## config.mk

```make
export PLATFORM = sky130hd
export DESIGN_NAME = tx_burst_framer
export DESIGN_NICKNAME = d
export VERILOG_FILES = /design/src/rtl/tx_burst_pkg.sv /design/src/rtl/tx_burst_framer_preamble_gen.sv /design/src/rtl/tx_burst_framer.sv
export SDC_FILE = /design/constraint.sdc
export NUM_CORES = 1
export LEC_CHECK = 0
export BUFFER_PORTS_ARGS = -buffer_cell sky130_fd_sc_hd__buf_2
export CAP_MARGIN = 30
export CORE_ASPECT_RATIO = 0.6
export CORE_MARGIN = 2
export CORE_UTILIZATION = 40
export CTS_BUF_LIST = sky130_fd_sc_hd__clkbuf_2
export CTS_CLUSTER_SIZE = 40
export DETAILED_ROUTE_END_ITERATION = 6
export REMOVE_ABC_BUFFERS = 1
export SYNTH_ARGS = -nofsm -noshare
export SYNTH_HDL_FRONTEND = slang
export SYNTH_HIERARCHICAL = 1
export SYNTH_SLANG_ARGS = --single-unit
```

## constraint.sdc

```tcl
create_clock -name clk_clk -period 4.5 [get_ports clk_clk]
set_clock_uncertainty 0.15 [all_clocks]
set_input_delay 0.675 -clock clk_clk [delete_from_list [all_inputs] [get_ports clk_clk]]
set_output_delay 0.675 -clock clk_clk [all_outputs]
set_load 0.01 [all_outputs]
```

## src/rtl/tx_burst_pkg.sv

```systemverilog
// tx_burst_pkg: shared widths, I/Q field layout and FSM states for the burst framer
package tx_burst_pkg;
  localparam int DATA_W = 48;
  localparam int LEN_W = 16;
  localparam int IQ_W = 24;
  localparam int I_LSB = 24;
  localparam int Q_LSB = 0;
  typedef enum logic [1:0] {IDLE, PREAMBLE, PAYLOAD, DONE} state_t;
endpackage

```

## src/rtl/tx_burst_framer_preamble_gen.sv

```systemverilog
// tx_preamble_gen: alternating +/-amplitude I word with Q=0, zero when not advancing
module tx_preamble_gen #(
  parameter int DATA_W = tx_burst_pkg::DATA_W
) (
  input  logic [11:0]       amplitude,
  input  logic              odd,
  input  logic              advance,
  output logic [DATA_W-1:0] word
);
  import tx_burst_pkg::*;
  logic signed [IQ_W-1:0] i_val;
  always_comb begin
    i_val = IQ_W'(signed'(amplitude));
    word = '0;
    word[I_LSB +: IQ_W] = advance ? (odd ? -i_val : i_val) : '0;
  end
endmodule

```

## src/rtl/tx_burst_framer.sv

```systemverilog
// tx_burst_framer: preamble + payload burst framer; define TX_UNDERRUN_ZERO_FILL_EN to zero-fill source underruns
module tx_burst_framer #(
  parameter int DATA_W = tx_burst_pkg::DATA_W,
  parameter int LEN_W = tx_burst_pkg::LEN_W
) (
  input  logic              clk_clk,
  input  logic              reset_reset,
  input  logic              cfg_enable,
  input  logic [LEN_W-1:0]  cfg_PREAMBLE_LEN,
  input  logic [LEN_W-1:0]  cfg_PAYLOAD_LEN,
  input  logic [11:0]       cfg_AMPLITUDE,
  input  logic              start,
  input  logic [DATA_W-1:0] fifo_in_rddata,
  input  logic              fifo_in_empty,
  output logic              fifo_in_rdreq,
  output logic [DATA_W-1:0] fifo_out_wrdata,
  output logic              fifo_out_wrreq,
  input  logic              fifo_out_full,
  output logic              busy,
  output logic [31:0]       debug_burst_count
);
  import tx_burst_pkg::*;
  state_t state, state_n;
  logic [LEN_W-1:0] cnt, pre_len, pay_len;
  logic [11:0] amp;
  logic advance, last, in_pay, src_ok;
  logic [DATA_W-1:0] pre_word, pay_word;
`ifdef TX_UNDERRUN_ZERO_FILL_EN
  assign src_ok = 1'b1;
  assign pay_word = fifo_in_empty ? '0 : fifo_in_rddata;
`else
  assign src_ok = !fifo_in_empty;
  assign pay_word = fifo_in_rddata;
`endif
  assign in_pay = state == PAYLOAD;
  assign advance = cfg_enable && !fifo_out_full && (state == PREAMBLE || (in_pay && src_ok));
  assign last = cnt == (in_pay ? pay_len : pre_len) - 1'b1;
  assign fifo_in_rdreq = advance && in_pay && !fifo_in_empty;
  assign busy = state != IDLE;
  tx_preamble_gen #(.DATA_W(DATA_W)) u_pre (
    .amplitude(amp),
    .odd(cnt[0]),
    .advance(advance),
    .word(pre_word)
  );
  always_comb begin
    state_n = state;
    case (state)
      IDLE: if (start && cfg_enable)
        state_n = cfg_PREAMBLE_LEN != '0 ? PREAMBLE : cfg_PAYLOAD_LEN != '0 ? PAYLOAD : DONE;
      PREAMBLE: if (advance && last) state_n = pay_len != '0 ? PAYLOAD : DONE;
      PAYLOAD: if (advance && last) state_n = DONE;
      default: state_n = IDLE;
    endcase
    if (!cfg_enable) state_n = IDLE;
  end
  always_ff @(posedge clk_clk or posedge reset_reset) begin
    if (reset_reset) begin
      state <= IDLE;
      cnt <= '0;
      pre_len <= '0;
      pay_len <= '0;
      amp <= '0;
      fifo_out_wrreq <= 1'b0;
      fifo_out_wrdata <= '0;
      debug_burst_count <= '0;
    end else begin
      state <= state_n;
      cnt <= state_n != state ? '0 : advance ? cnt + 1'b1 : cnt;
      if (state == IDLE && state_n != IDLE) begin
        pre_len <= cfg_PREAMBLE_LEN;
        pay_len <= cfg_PAYLOAD_LEN;
        amp <= cfg_AMPLITUDE;
      end
      fifo_out_wrreq <= advance;
      if (advance) fifo_out_wrdata <= in_pay ? pay_word : pre_word;
      if (state == DONE && cfg_enable) debug_burst_count <= debug_burst_count + 1'b1;
    end
  end
endmodule
```

[Word-level counts from Yosys, hierarchy flattened]
Index checks and enable logic that the tools add are counted.
Operators by class
  eq/ne operators: 5
  add/sub/neg operators: 4
  reductions and logical operators: 19
  muxes and demuxes: 13
Operator list (number)
  two-way mux 16 bit: 3
  two-way mux 48 bit: 1
  nonzero test 16 bit: 3
  adder 32 x 1 -> 32 bit, second input constant: 1
  two-way mux 24 bit: 1
  negation 24 bit: 1
  adder 16 x 1 -> 16 bit, second input constant: 1
  equality test 16 bit: 1
  subtractor 16 x 1 -> 16 bit, second input constant: 1
  two-way mux 2 bit: 5
  logical AND 1 bit: 9
  case mux 2 bit (3 select lines): 1
  nonzero test 2 bit: 3
  equality test 2 bit, second input constant: 2
  equality test 2 x 1 -> 1 bit, second input constant: 1
  zero test 1 bit: 2
  zero test 2 bit: 1
  two-way mux 1 bit: 2
  != test 2 bit: 1
  logical OR 1 bit: 1
Word-level totals
  word-level logic and storage cells: 49
  bits in registers: 143
  input port bits: 98

[Depth between registers and ports, before layout]
  depth in word-level cells: 10
  gate-level depth with buffers: 16
  depth with buffers taken out: 11

[Cells and area by module]
Netlist, hierarchy kept.
By module, submodules not included
  tx_burst_framer: area an instance 7090.6 um^2, cells an instance 646, instances 1
  tx_preamble_gen: area an instance 683.2 um^2, cells an instance 108, instances 1

[Worst setup path before layout]
No wires, ideal clock.
  path type: reg2reg
  from: register state[0]
  to: register cnt[10]
  path slack: 1064 ps
  setup time: 119 ps
  required time: 4231 ps
  arrival: 3168 ps
  cell stages (with the launch flop): 16
  buffers on the path: 5
  path through: dfrtp_1 -> buf_6 -> nand2b_4 -> buf_6 -> buf_12 -> buf_6 -> mux2i_1 -> ha_1 -> nor4b_1 -> a22oi_1 -> nor3b_1 -> a31oi_1 -> or4_4 -> o21ai_4 -> buf_6 -> nor2_1
Between the ends
  word-level cells in the longest chain between the ends: 10
  elaborated cells between the ends (all ways): 18
  those cells by class: add/sub (1); eq/ne (4); mux (7); reduce/logical (6)
RTL lines
  start, declared: line tx_burst_framer.sv:23  | state_t state, state_n;
  start signal, assigned: line tx_burst_framer.sv:68  | state <= state_n;
  equality test 2 bit: line tx_burst_framer.sv:35, tx_burst_framer.sv:48
  two-way mux 16 bit or logical AND 1 bit (tied branches): line tx_burst_framer.sv:37, tx_burst_framer.sv:36
  subtractor 16 x 1 -> 16 bit or logical OR 1 bit (tied branches): line tx_burst_framer.sv:37, tx_burst_framer.sv:36
  equality test 16 bit or logical AND 1 bit (tied branches): line tx_burst_framer.sv:37, tx_burst_framer.sv:36
  logical AND 1 bit: line tx_burst_framer.sv:51, tx_burst_framer.sv:52
  two-way mux 2 bit, on equally long branches: line tx_burst_framer.sv:52, tx_burst_framer.sv:51
  case mux 2 bit (3 select lines): line tx_burst_framer.sv:48  | case (state)
  two-way mux 2 bit: line tx_burst_framer.sv:55  | if (!cfg_enable) state_n = IDLE;
  != test 2 bit: line tx_burst_framer.sv:69  | cnt <= state_n != state ? '0 : advance ? cnt + 1'b1 : cnt;
  two-way mux 16 bit or nonzero test 2 bit (tied branches)
  end signal, assigned: line tx_burst_framer.sv:69
  end, declared: line tx_burst_framer.sv:24  | logic [LEN_W-1:0] cnt, pre_len, pay_len;
Several ways; a longest one is shown, not always the timed one.
A chain may end at the register's enable or synchronous reset.

[Worst setup path in the final report]
  from: register state[0]
  to: register cnt[5]
The elaborated chain is that of the path after synthesis.

==> reports/results.tsv <==
stage	metric	value	unit
critical_path	CP required	4940	ps
final_layout	Final Instance Count excl. Fillers	1238	
clock_tree	number of buffers created by CTS	17	
final_layout	share of layout cells above drive strength 1	28.7	%
global_route	vias in the first global route	5996	
drt	Routed WL	20000	um
global_route	largest net degree at the start of global routing	98	
clock_tree	clk sinks	143	
sta	FMAX	253	MHz
place	DP Cell Count	1150	
sta	setup_tns	0	ps
synth	Cells after Synth	754	
synth	sequential share of the synthesized area	46.0	%
synth	Synth top area share	46.0	%
sta	Worst Setup Slack, final	550	ps
critical_path	Setup crit start kind	flop	
critical_path	Crit path arrival time	4390	ps
power_and_ir_drop	leakage	4.45	nW
sta	clock period minus worst slack	3950	ps
final_layout	ant diodes	0	
synth	Seq cells post-synth	143	
synth	share of flip-flops with an asynchronous set or reset	100	%
floorplan	Die X	184	um
sta	Max-Slew Margin vs Limit	42.7	%
run	Max Cap Violations	0	
clock_tree	CTS tree	done	
synth	Mapped Area	0.00777	sq mm
power_and_ir_drop	Clock power frac	23.7	%
power_and_ir_drop	Sequential Power Share	49.7	%
global_route	All-Layer GR Usage	20.1	%
clock_tree	H-tree depth	4	
global_route	first-pass GRT wire length	32300	um
clock_tree	clk buf depth	2	
global_route	Remaining Overflow, GRT	0	
run_status	run status	finished, final reports clean	
floorplan	I/O pins	181	
critical_path	WS Path Type	flop to flop	
synth	count leader, synth	dfrtp_1	
sta	Final Max Tran Viols	0	
final_layout	area grow syn2layout	23.2	%
synth	syn avg cell area	10.3	sq um
synth	number of library cell types mapped by synthesis	64	
drt	vias per cell	4.94	
floorplan	Rows	39	
synth	Synth area leader	dfrtp_1	
drt	DRC viols	0	
clock_tree	clock-pin slew on the worst setup and hold paths	220	ps
power_and_ir_drop	switching share of total power	33.6	%
sta	Worst-Margin Slew	859	ps
power_and_ir_drop	Internal Power	0.00223	W
final_layout	fin nets	1082	
floorplan	core area	0.0190	sq mm
global_route	initial antenna violation count	2	
synth	synth cell count leaders	143 x dfrtp_1, 78 x nand2_1, 67 x mux2i_1, 67 x o21ai_0, 58 x nor2_1	
synth	Top FF cell, synth	dfrtp_1	
drt	Routed wire per std cell	16.1	um
drt	DRT iter0 DRCs	385	
drt	drt pass-1 iters	5	
synth	Post-synth EDFFs	0	
critical_path	crit path max fanout	25	
critical_path	Setup crit end kind	flop	
clock_tree	worst skew pair latency	720	ps
synth	top cells by area, synth	dfrtp_1 46%, mux2i_1 8.6%, mux2_2 6.5%	
min_path	HP Class	input port to flop	
power_and_ir_drop	peak supply drop	0.221	mV
power_and_ir_drop	combinational power share	26.6	%
sta	final worst-path cycle share	87.8	%
place	Final GP Congestion	0.858	
floorplan	total die area	0.0206	sq mm
sta	Hold Worst Slack	82.5	ps
synth	Synth Warn #	6	
place	Port Buf Inserts	180	
place	Post-DP HPWL	14000	um
drt	via count	6111	
floorplan	die height	112	um
place	dpl ws	592	ps
power_and_ir_drop	Switching Power	0.00113	W
sta	Final setup viols	0	
power_and_ir_drop	Pwr per Cell Area	351	mW/mm^2
drt	post-route ant nets	0	
clock_tree	Root Buffer	clkbuf_2	
sta	RSZ-0062 raised after global routing	false	
floorplan	Initial Utilization	40.8	%
sta	final hold vios	0	
==> cell usage in the layout (no fill, tap or decap), types with 24 or more instances in the layout <==
| cell | synthesis | final |
|---|---|---|
| o21ai_0 | 67 | 67 |
| buf_2 | 0 | 180 |
| nand2_1 | 78 | 78 |
| nor2_1 | 58 | 58 |
| xnor2_1 | 45 | 45 |
| dlygate4sd3_1 | 0 | 57 |
| xor2_1 | 25 | 25 |
| conb_1 | 1 | 24 |
| dfrtp_1 | 143 | 143 |
| mux2i_1 | 67 | 67 |
| mux2_2 | 45 | 45 |
==> layout make-up <==
| type | count | area, sq um |
|---|---|---|
| timing repair buffer | 243 | 1520 |
| multi-input combinational | 563 | 3880 |
| inverter | 12 | 50.0 |
| sequential | 143 | 3580 |
| tap | 246 | 308 |
| fill | 1785 | 9450 |
| clock buffer | 20 | 100 |
| clock inverter | 11 | 141 |
==> worst paths after layout <==
check                                             startpoint  cells after the start  slack [ps]                                end
min in group asynchronous                        reset_reset                      3         500   debug_burst_count[7]$_DFFE_PP0P_
setup / recovery                          state[0]$_DFF_PP0_                     10         550                 cnt[5]$_DFFE_PP0P_
hold / removal                            fifo_in_rddata[17]                      3          80    fifo_out_wrdata[17]$_DFFE_PP0P_
setup reg to reg                          state[0]$_DFF_PP0_                     10         550                 cnt[5]$_DFFE_PP0P_
hold reg to reg            debug_burst_count[31]$_DFFE_PP0P_                      1         330  debug_burst_count[31]$_DFFE_PP0P_
max in group asynchronous                        reset_reset                      4        2800     fifo_out_wrdata[0]$_DFFE_PP0P_
==> repair_timing <==
action,in CTS,in global routing
hold buffers,47,10
resized for setup,0,0
hold endpoints to repair,135,10
buffers inserted,0,0
==> through the flow <==
stage | power (W) | area (sq um) | utilization, %
floorplan | 0.00222 | 7490 | -
global placement | 0.00254 | 8770 | 46.1
detailed placement | 0.00255 | 8770 | 46.1
CTS | 0.00339 | 9480 | 49.8
global route | 0.00358 | 9580 | 50.3
finish | 0.00337 | 9580 | 50.3
==> layer usage <==
layer	up-vias	global-route usage, %	wire length (um)
li1	3038	-	-
met1	2882	31.7	10800
met2	170	26.6	7670
met3	19	5.72	1290
met4	2	4.59	185
met5	-	0	13
==> state kept, by name, summed over array words and instances, names as in the netlist <==
| name | cells |
|---|---|
| amp | 12 |
| pre_len | 16 |
| state | 2 |
| cnt | 16 |
| debug_burst_count | 32 |
| pay_len | 16 |
| fifo_out_wrdata | 48 |
| fifo_out_wrreq | 1 |
==> logic make-up (layout without fill, tap and decap cells) <==
group           after synthesis  after routing  share of synthesized area, %
simple gates                247            247                          16.0
other cells                   1             24                        0.0482
compound gates               99             99                          7.55
buf+inv                      71            286                          5.33
flops                       143            143                          46.0
mux                         118            118                          16.4
fa+ha+maj                     5              5                         0.773
xor+xnor                     70             70                          7.89
==> critical path, cell delays in order, from the launching register on <==
cell and delay [ps]:
dfrtp_1 550, nand2b_4 470, mux2i_1 360, ha_1 280, nor4b_1 250, a22oi_1 180, nor3b_1 290, a31oi_1 140
or4_4 590, o21ai_4 440, nor2_1 100
==> power by group through the flow <==
| stage | logic [W] | registers, W | clock network, W |
|---|---|---|---|
| final | 0.000894 | 0.00167 | 0.000799 |
| after global routing | 0.000995 | 0.00171 | 0.000882 |
| after CTS | 0.000891 | 0.00167 | 0.000822 |
| after detailed placement | 0.000857 | 0.00170 | 0 |
| after global placement | 0.000847 | 0.00169 | 0 |
| after floorplan | 0.000516 | 0.00171 | 0 |
No activity file was read; power rests on OpenSTA's default activity.
